## src/rtl/gpr_wb_sched_pkg.sv

```systemverilog
// Shared register-file geometry, scheduler state encoding and write-port record.
// Latency: none (declarations only).
// Backpressure: not applicable.
package gpr_wb_sched_pkg;

    localparam int GPR_COUNT  = 32;
    localparam int GPR_SEL_W  = 5;
    localparam int GPR_W      = 32;

    // Zero-fill writes two registers per cycle.
    localparam int FILL_STEPS = GPR_COUNT / 2;
    localparam int FILL_W     = $clog2(FILL_STEPS);

    typedef enum logic {
        WBS_INIT = 1'b0,
        WBS_RUN  = 1'b1
    } wbs_state_e;

    typedef struct packed {
        logic                 en;
        logic [GPR_SEL_W-1:0] sel;
        logic [GPR_W-1:0]     val;
    } wr_port_t;

    // Register written by a fill step: even one on port A, odd one on port B.
    function automatic logic [GPR_SEL_W-1:0] fill_sel(input logic [FILL_W-1:0] step,
                                                      input logic              odd);
        return {step, odd};
    endfunction

endpackage

```

## src/rtl/gpr_wb_rr_pick.sv

```systemverilog
// Rotate-priority picker: first valid, unmasked index at or after start, modulo NREQ.
// Latency: purely combinational.
// Backpressure: none; caller decides what to do with the pick.
module gpr_wb_rr_pick #(
    parameter int NREQ  = 4,
    parameter int IDX_W = 2
) (
    input  logic [NREQ-1:0]  valid,
    input  logic [NREQ-1:0]  mask,
    input  logic [IDX_W-1:0] start,
    output logic             found,
    output logic [IDX_W-1:0] idx
);

    // Walk the requesters once, beginning at start and wrapping; keep the first hit.
    always_comb begin
        int pos;
        found = 1'b0;
        idx   = '0;
        pos   = 0;
        for (int off = 0; off < NREQ; off++) begin
            pos = int'(start) + off;
            if (pos >= NREQ) begin
                pos = pos - NREQ;
            end
            if (!found && valid[pos] && !mask[pos]) begin
                found = 1'b1;
                idx   = IDX_W'(pos);
            end
        end
    end

endmodule

```

## src/rtl/gpr_wb_sched.sv

```systemverilog
// Writeback scheduler: zero-fills the GPR file after reset, then grants up to two
// non-conflicting requesters per cycle (round-robin) onto write ports A and B.
// Latency: accept in cycle N -> port outputs registered at end of N, write lands end of N+1.
// Backpressure: req_ready is combinational from req_valid; deferred requesters hold and retry.
module gpr_wb_sched
    import gpr_wb_sched_pkg::*;
#(
    parameter int NREQ = 4
) (
    input  logic                      clk,
    input  logic                      reset,
    input  logic [NREQ-1:0]           req_valid,
    input  logic [GPR_SEL_W*NREQ-1:0] req_reg,
    input  logic [GPR_W*NREQ-1:0]     req_val,
    output logic [NREQ-1:0]           req_ready,
    output logic                      write_a_en,
    output logic [GPR_SEL_W-1:0]      write_a_select,
    output logic [GPR_W-1:0]          write_a_val,
    output logic                      write_b_en,
    output logic [GPR_SEL_W-1:0]      write_b_select,
    output logic [GPR_W-1:0]          write_b_val,
    output logic                      init_done
);

    localparam int IDX_W = (NREQ > 1) ? $clog2(NREQ) : 1;

    wbs_state_e           state_q;
    wbs_state_e           state_d;
    logic [FILL_W-1:0]    fill_q;
    logic [IDX_W-1:0]     rr_ptr_q;
    logic [IDX_W-1:0]     rr_next;
    logic [IDX_W-1:0]     last_idx;

    wr_port_t             port_a_q;
    wr_port_t             port_b_q;
    wr_port_t             port_a_d;
    wr_port_t             port_b_d;

    logic                 g0_found;
    logic [IDX_W-1:0]     g0_idx;
    logic                 g1_found;
    logic [IDX_W-1:0]     g1_idx;
    logic [GPR_SEL_W-1:0] g0_reg;
    logic [GPR_W-1:0]     g0_val;
    logic [GPR_SEL_W-1:0] g1_reg;
    logic [GPR_W-1:0]     g1_val;
    logic [NREQ-1:0]      mask0;
    logic [NREQ-1:0]      mask1;

    // ------------------------------------------------------------------
    // Arbitration: G0 is the first valid requester from rr_ptr; G1 is the
    // next one that targets a different register than G0.
    // ------------------------------------------------------------------
    assign mask0 = '0;

    gpr_wb_rr_pick #(.NREQ(NREQ), .IDX_W(IDX_W)) u_pick_g0 (
        .valid (req_valid),
        .mask  (mask0),
        .start (rr_ptr_q),
        .found (g0_found),
        .idx   (g0_idx)
    );

    assign g0_reg = req_reg[int'(g0_idx)*GPR_SEL_W +: GPR_SEL_W];
    assign g0_val = req_val[int'(g0_idx)*GPR_W +: GPR_W];

    // Exclude G0 itself and anyone writing G0's register, so one register never hits both ports.
    always_comb begin
        mask1 = '0;
        for (int i = 0; i < NREQ; i++) begin
            mask1[i] = (IDX_W'(i) == g0_idx) ||
                       (req_reg[i*GPR_SEL_W +: GPR_SEL_W] == g0_reg);
        end
    end

    gpr_wb_rr_pick #(.NREQ(NREQ), .IDX_W(IDX_W)) u_pick_g1 (
        .valid (req_valid),
        .mask  (mask1),
        .start (rr_ptr_q),
        .found (g1_found),
        .idx   (g1_idx)
    );

    assign g1_reg = req_reg[int'(g1_idx)*GPR_SEL_W +: GPR_SEL_W];
    assign g1_val = req_val[int'(g1_idx)*GPR_W +: GPR_W];

    // Pointer moves just past the last requester granted this cycle.
    always_comb begin
        last_idx = g1_found ? g1_idx : g0_idx;
        rr_next  = (last_idx == IDX_W'(NREQ - 1)) ? '0 : last_idx + IDX_W'(1);
    end

    // ------------------------------------------------------------------
    // FSM
    // ------------------------------------------------------------------

    // State register.
    always_ff @(posedge clk or negedge reset) begin
        if (!reset) begin
            state_q <= WBS_INIT;
        end else begin
            state_q <= state_d;
        end
    end

    // Next state: leave INIT once the last fill pair has been presented.
    always_comb begin
        state_d = state_q;
        case (state_q)
            WBS_INIT: if (fill_q == FILL_W'(FILL_STEPS - 1)) state_d = WBS_RUN;
            WBS_RUN:  state_d = WBS_RUN;
            default:  state_d = WBS_INIT;
        endcase
    end

    // Outputs: fill pair in INIT, granted requesters in RUN; idle ports keep select/val.
    always_comb begin
        port_a_d    = port_a_q;
        port_b_d    = port_b_q;
        port_a_d.en = 1'b0;
        port_b_d.en = 1'b0;
        req_ready   = '0;
        case (state_q)
            WBS_INIT: begin
                port_a_d.en  = 1'b1;
                port_a_d.sel = fill_sel(fill_q, 1'b0);
                port_a_d.val = '0;
                port_b_d.en  = 1'b1;
                port_b_d.sel = fill_sel(fill_q, 1'b1);
                port_b_d.val = '0;
            end
            WBS_RUN: begin
                if (g0_found) begin
                    port_a_d.en       = 1'b1;
                    port_a_d.sel      = g0_reg;
                    port_a_d.val      = g0_val;
                    req_ready[g0_idx] = 1'b1;
                end
                if (g1_found) begin
                    port_b_d.en       = 1'b1;
                    port_b_d.sel      = g1_reg;
                    port_b_d.val      = g1_val;
                    req_ready[g1_idx] = 1'b1;
                end
            end
            default: ;
        endcase
    end

    // ------------------------------------------------------------------
    // Sequential state
    // ------------------------------------------------------------------

    // Fill step counter; wraps to zero as INIT finishes and stays there in RUN.
    always_ff @(posedge clk or negedge reset) begin
        if (!reset) begin
            fill_q <= '0;
        end else if (state_q == WBS_INIT) begin
            fill_q <= fill_q + FILL_W'(1);
        end
    end

    // Round-robin pointer; only advances when something was granted.
    always_ff @(posedge clk or negedge reset) begin
        if (!reset) begin
            rr_ptr_q <= '0;
        end else if (state_q == WBS_RUN && g0_found) begin
            rr_ptr_q <= rr_next;
        end
    end

    // Registered write ports; reset drops any in-flight write immediately.
    always_ff @(posedge clk or negedge reset) begin
        if (!reset) begin
            port_a_q <= '0;
            port_b_q <= '0;
        end else begin
            port_a_q <= port_a_d;
            port_b_q <= port_b_d;
        end
    end

    assign write_a_en     = port_a_q.en;
    assign write_a_select = port_a_q.sel;
    assign write_a_val    = port_a_q.val;
    assign write_b_en     = port_b_q.en;
    assign write_b_select = port_b_q.sel;
    assign write_b_val    = port_b_q.val;
    assign init_done      = (state_q == WBS_RUN);

endmodule

```

## config.mk

```make
export PLATFORM = sky130hd
export DESIGN_NAME = gpr_wb_sched
export DESIGN_NICKNAME = d
export VERILOG_FILES = /design/src/rtl/gpr_wb_sched_pkg.sv /design/src/rtl/gpr_wb_rr_pick.sv /design/src/rtl/gpr_wb_sched.sv
export SDC_FILE = /design/constraint.sdc
export NUM_CORES = 1
export LEC_CHECK = 0
export ABC_CLOCK_PERIOD_IN_PS = 6700
export CORE_MARGIN = 2
export CORE_UTILIZATION = 45
export CTS_CLUSTER_DIAMETER = 150
export DETAILED_ROUTE_END_ITERATION = 12
export PLACE_DENSITY = 0.82
export SYNTH_ARGS = -nofsm -noshare
export SYNTH_HDL_FRONTEND = slang
export SYNTH_HIERARCHICAL = 1
export SYNTH_SLANG_ARGS = --single-unit
```

## constraint.sdc

```tcl
create_clock -name clk -period 6.7 [get_ports clk]
set_clock_uncertainty 0.1 [all_clocks]
set_input_delay 1.34 -clock clk [delete_from_list [all_inputs] [get_ports clk]]
set_output_delay 1.34 -clock clk [all_outputs]
set_load 0.005 [all_outputs]
```

==> key figures <==
Job
  • Number of max-cap violations: 0

Clocking
  • H-tree Lvls: 3
  • CTS buffer count: 9
  • CTS tree: built
  • Clk_lat worst skew: 0.33 ns
  • Clock transition at the registers of the reported paths: 0.06 ns
  • Clock root buffer master: clkbuf_16
  • Clock buffer depth: 2
  • # clock sinks: 83

Timing
  • Final WS setup: 0.0381 ns
  • Setup TNS Final: 0 ns
  • Hold slack: 0.415 ns
  • Setup violations, final: 0
  • Final Cycle Share: 0.994
  • RSZ-0062 raised after global routing: true
  • Final min period: 6.66 ns
  • Max-slew headroom: 0.324
  • Worst slew pin tran: 1.01 ns
  • Fin. Hold Viols: 0
  • FMAX: 150 MHz
  • Max Slew Vio Count: 0

Placement
  • Dpl ws: -0.0633 ns
  • Placed inst area: 8700 um^2
  • Post-DP HPWL: 14.1 mm
  • Cells after DPL: 870
  • GP Congestion: 0.946
  • IO buf count: 234

Cells and area
  • Layout Cells excl Fill: 890
  • Fin util: 0.689
  • Layout cells sized above 1: 0.199
  • Nets@finish: 865
  • Filler instances: 955
  • P&R area growth vs syn: 50.2%
  • Final instance area: 9090 um^2
  • Antenna diodes: 0

Power and ir drop
  • Tot Pwr: 3.01 mW
  • Peak VDD IR: 0.213 mV
  • Pleak: 3.79 nW
  • Power per cell area: 331 nW/um^2

Route
  • Detailed Routing Iterations Pass 1: 4
  • DR iter-0 viols: 233
  • Post-DRT Antenna Nets: 0
  • WL/cell: 21.4 um
  • Via count: 5002
  • Drt total wl: 19.0 mm
  • DR DRC count: 0
  • Vias per std cell: 5.62

Worst setup path
  • Crit end category: output pin
  • Cell with the largest stage delay on the worst path: clkdlybuf4s50_1
  • Worst path bufs/invs: 5
  • Setup crit start kind: primary input
  • Crit-path leading delay family: buffers and inverters
  • Critical path class: primary input to output pin
  • Critical Path RT: 5.26 ns
  • CP peak stage delay: 0.48 ns
  • Crit path cell chain: clkdlybuf4s50_1, nor2b_2, nor3_1, a211oi_4, buf_12, buf_6, mux2i_4, xnor2_1, o31a_1, a2111oi_2, nand2b_1, mux2i_1, a211oi_4, buf_4, nor3b_1, a21oi_1, nor2b_1, clkdlybuf4s50_1
  • Crit-path max FO: 11
  • Arr. time, crit path: 5.22 ns

Floorplanning
  • Initial Util: 0.459
  • Die width: 120 um
  • Num ports: 235
  • Die height: 120 um
  • Die area: 14400 um^2
  • Total core area: 13200 um^2
  • Num rows: 42

Synthesis
  • Post-synthesis mux area share: 0.424
  • Synth warnings: 6
  • Synth area leaders: dfrtp_1 (34%), mux4_2 (28%), mux2i_1 (14%)
  • Yosys top cell area share: 0.343
  • Most common cell in the synthesized netlist: mux2i_1
  • Synth Area in Simple Gates: 0.110
  • Yosys cell types: 42
  • Number of synthesized flops with an enable pin: 0
  • Sequential-to-total area share from yosys stat: 0.343
  • Post-Synthesis Cell Area: 6050 um^2
  • Synth area leader: dfrtp_1
  • Post-synth top cells: mux2i_1 (84), dfrtp_1 (83), mux4_2 (74), nor2b_1 (74), clkbuf_1 (26)
  • Number of synthesized register bits: 83
  • Ys async rst share: 1.00
  • Complex-gate fraction of the synthesized area: 0.0399
  • Post-synthesis xor/xnor area fraction: 0.0449
  • Synth Area in Adders: 0.00414
  • Main combinational cell family by area after synthesis: multiplexers
  • Most used DFF post-synth: dfrtp_1
  • Syn Inst Count: 473
  • Mean Syn Cell Area: 12.8 um^2

GRT
  • First-pass GRT wire length: 29.3 mm
  • Tot GR Track Use: 0.265
  • Vias in the first global route: 5312
  • Largest net degree at the start of global routing: 81
  • Antenna violations before repair: 0
  • GRT Residual Overflow: 0

Outcome
  • Status: finished, final reports clean

Min path
  • Hold crit path type: flop to flop
## power breakdown
group / leakage [nW] / switching [mW] / internal (mW)
sequential: 0.971 / 0.127 / 0.697
clock: 0.156 / 0.206 / 0.329
combinational: 2.66 / 0.668 / 0.982
total: 3.79 / 1.00 / 2.01
## cells by family (layout without fill, tap and decap cells)
family	Yosys count	after routing
AOI/OAI and AO/OA	35	35
xor gates and xnor gates	31	31
adders and majority gates	2	2
buffers and inverters	47	283
DFF	83	83
muxes	163	163
other	1	6
and+or+nand+nor	111	111
## per-layer routing
| metal | track usage | routed length [um] | up-vias | part of all wire |
|---|---|---|---|---|
| li1 | - | - | 2251 | - |
| met4 | 0.0662 | 314 | 0 | 0.017 |
| met3 | 0.0637 | 1260 | 24 | 0.066 |
| met2 | 0.471 | 10000 | 201 | 0.53 |
| met1 | 0.323 | 7410 | 2526 | 0.39 |
| met5 | 0 | 0 | - | 0 |
## flip-flops by register name, summed over array words and instances (netlist names)
register        flops
write_b_select      5
fill_q              4
write_a_en          1
init_done           1
rr_ptr_q            2
write_b_en          1
write_a_select      5
write_b_val        32
write_a_val        32
## final cells by class
type / count / area [um^2] / area share
clock buffers: 9 / 225 / 0.0248
clock inverters: 7 / 98.8 / 0.0109
inverters: 4 / 15.0 / 0.00165
multi-input cells: 348 / 3880 / 0.427
flip-flops and latches: 83 / 2080 / 0.229
well taps: 176 / 220 / 0.0242
repair buffers: 263 / 2570 / 0.283
## timing repair
action / CTS / global route
endpoints found under the setup margin: 4 / 4
gates resized for setup: 2 / 7
hold buffers: 0 / 0
pin swaps: 2 / 2
setup buffers: 2 / 2
## cell usage in the layout (no fill, tap or decap), types with 2 or more instances in the layout
master and n:
nor2b_2 3, clkdlybuf4s50_1 233, o21ai_1 2, nand2b_1 9
clkbuf_16 9, o21ai_0 3, mux2i_2 3, conb_1 6
bufinv_16 2, nor2b_1 71, nor3_1 2, dfrtp_1 82
ha_1 2, nand3_2 2, a21oi_1 12, o31ai_1 3
nand2_1 5, nand3b_1 4, inv_6 2, mux2_2 4
nor2_1 7, buf_4 28, nor4_1 2, o22ai_1 2
mux2i_1 81, a211oi_4 2, xor2_1 20, inv_1 4
mux4_2 74, xnor2_1 11, a21oi_4 2
## tightest hold or removal path, stage by stage (launching register included)
cell,delay (ns)
dfrtp_1,0.35
mux2i_1,0.07
nand2_1,0.06
## final timing paths
check	endpoint	cells past startpoint	slack, ns	startpoint
worst max-delay path	req_ready[0]	18	0.04	req_valid[1]
worst min-delay path	write_b_select[0]	2	0.41	write_b_select[0]
worst max register to register	write_b_val[10]	17	1.81	rr_ptr_q[1]
worst min register to register	write_b_select[0]	2	0.41	write_b_select[0]
max in group asynchronous	init_done	2	4.58	reset
min in group asynchronous	write_a_val[23]	1	0.69	reset
Note: power is estimated with default switching activity, not from simulation.
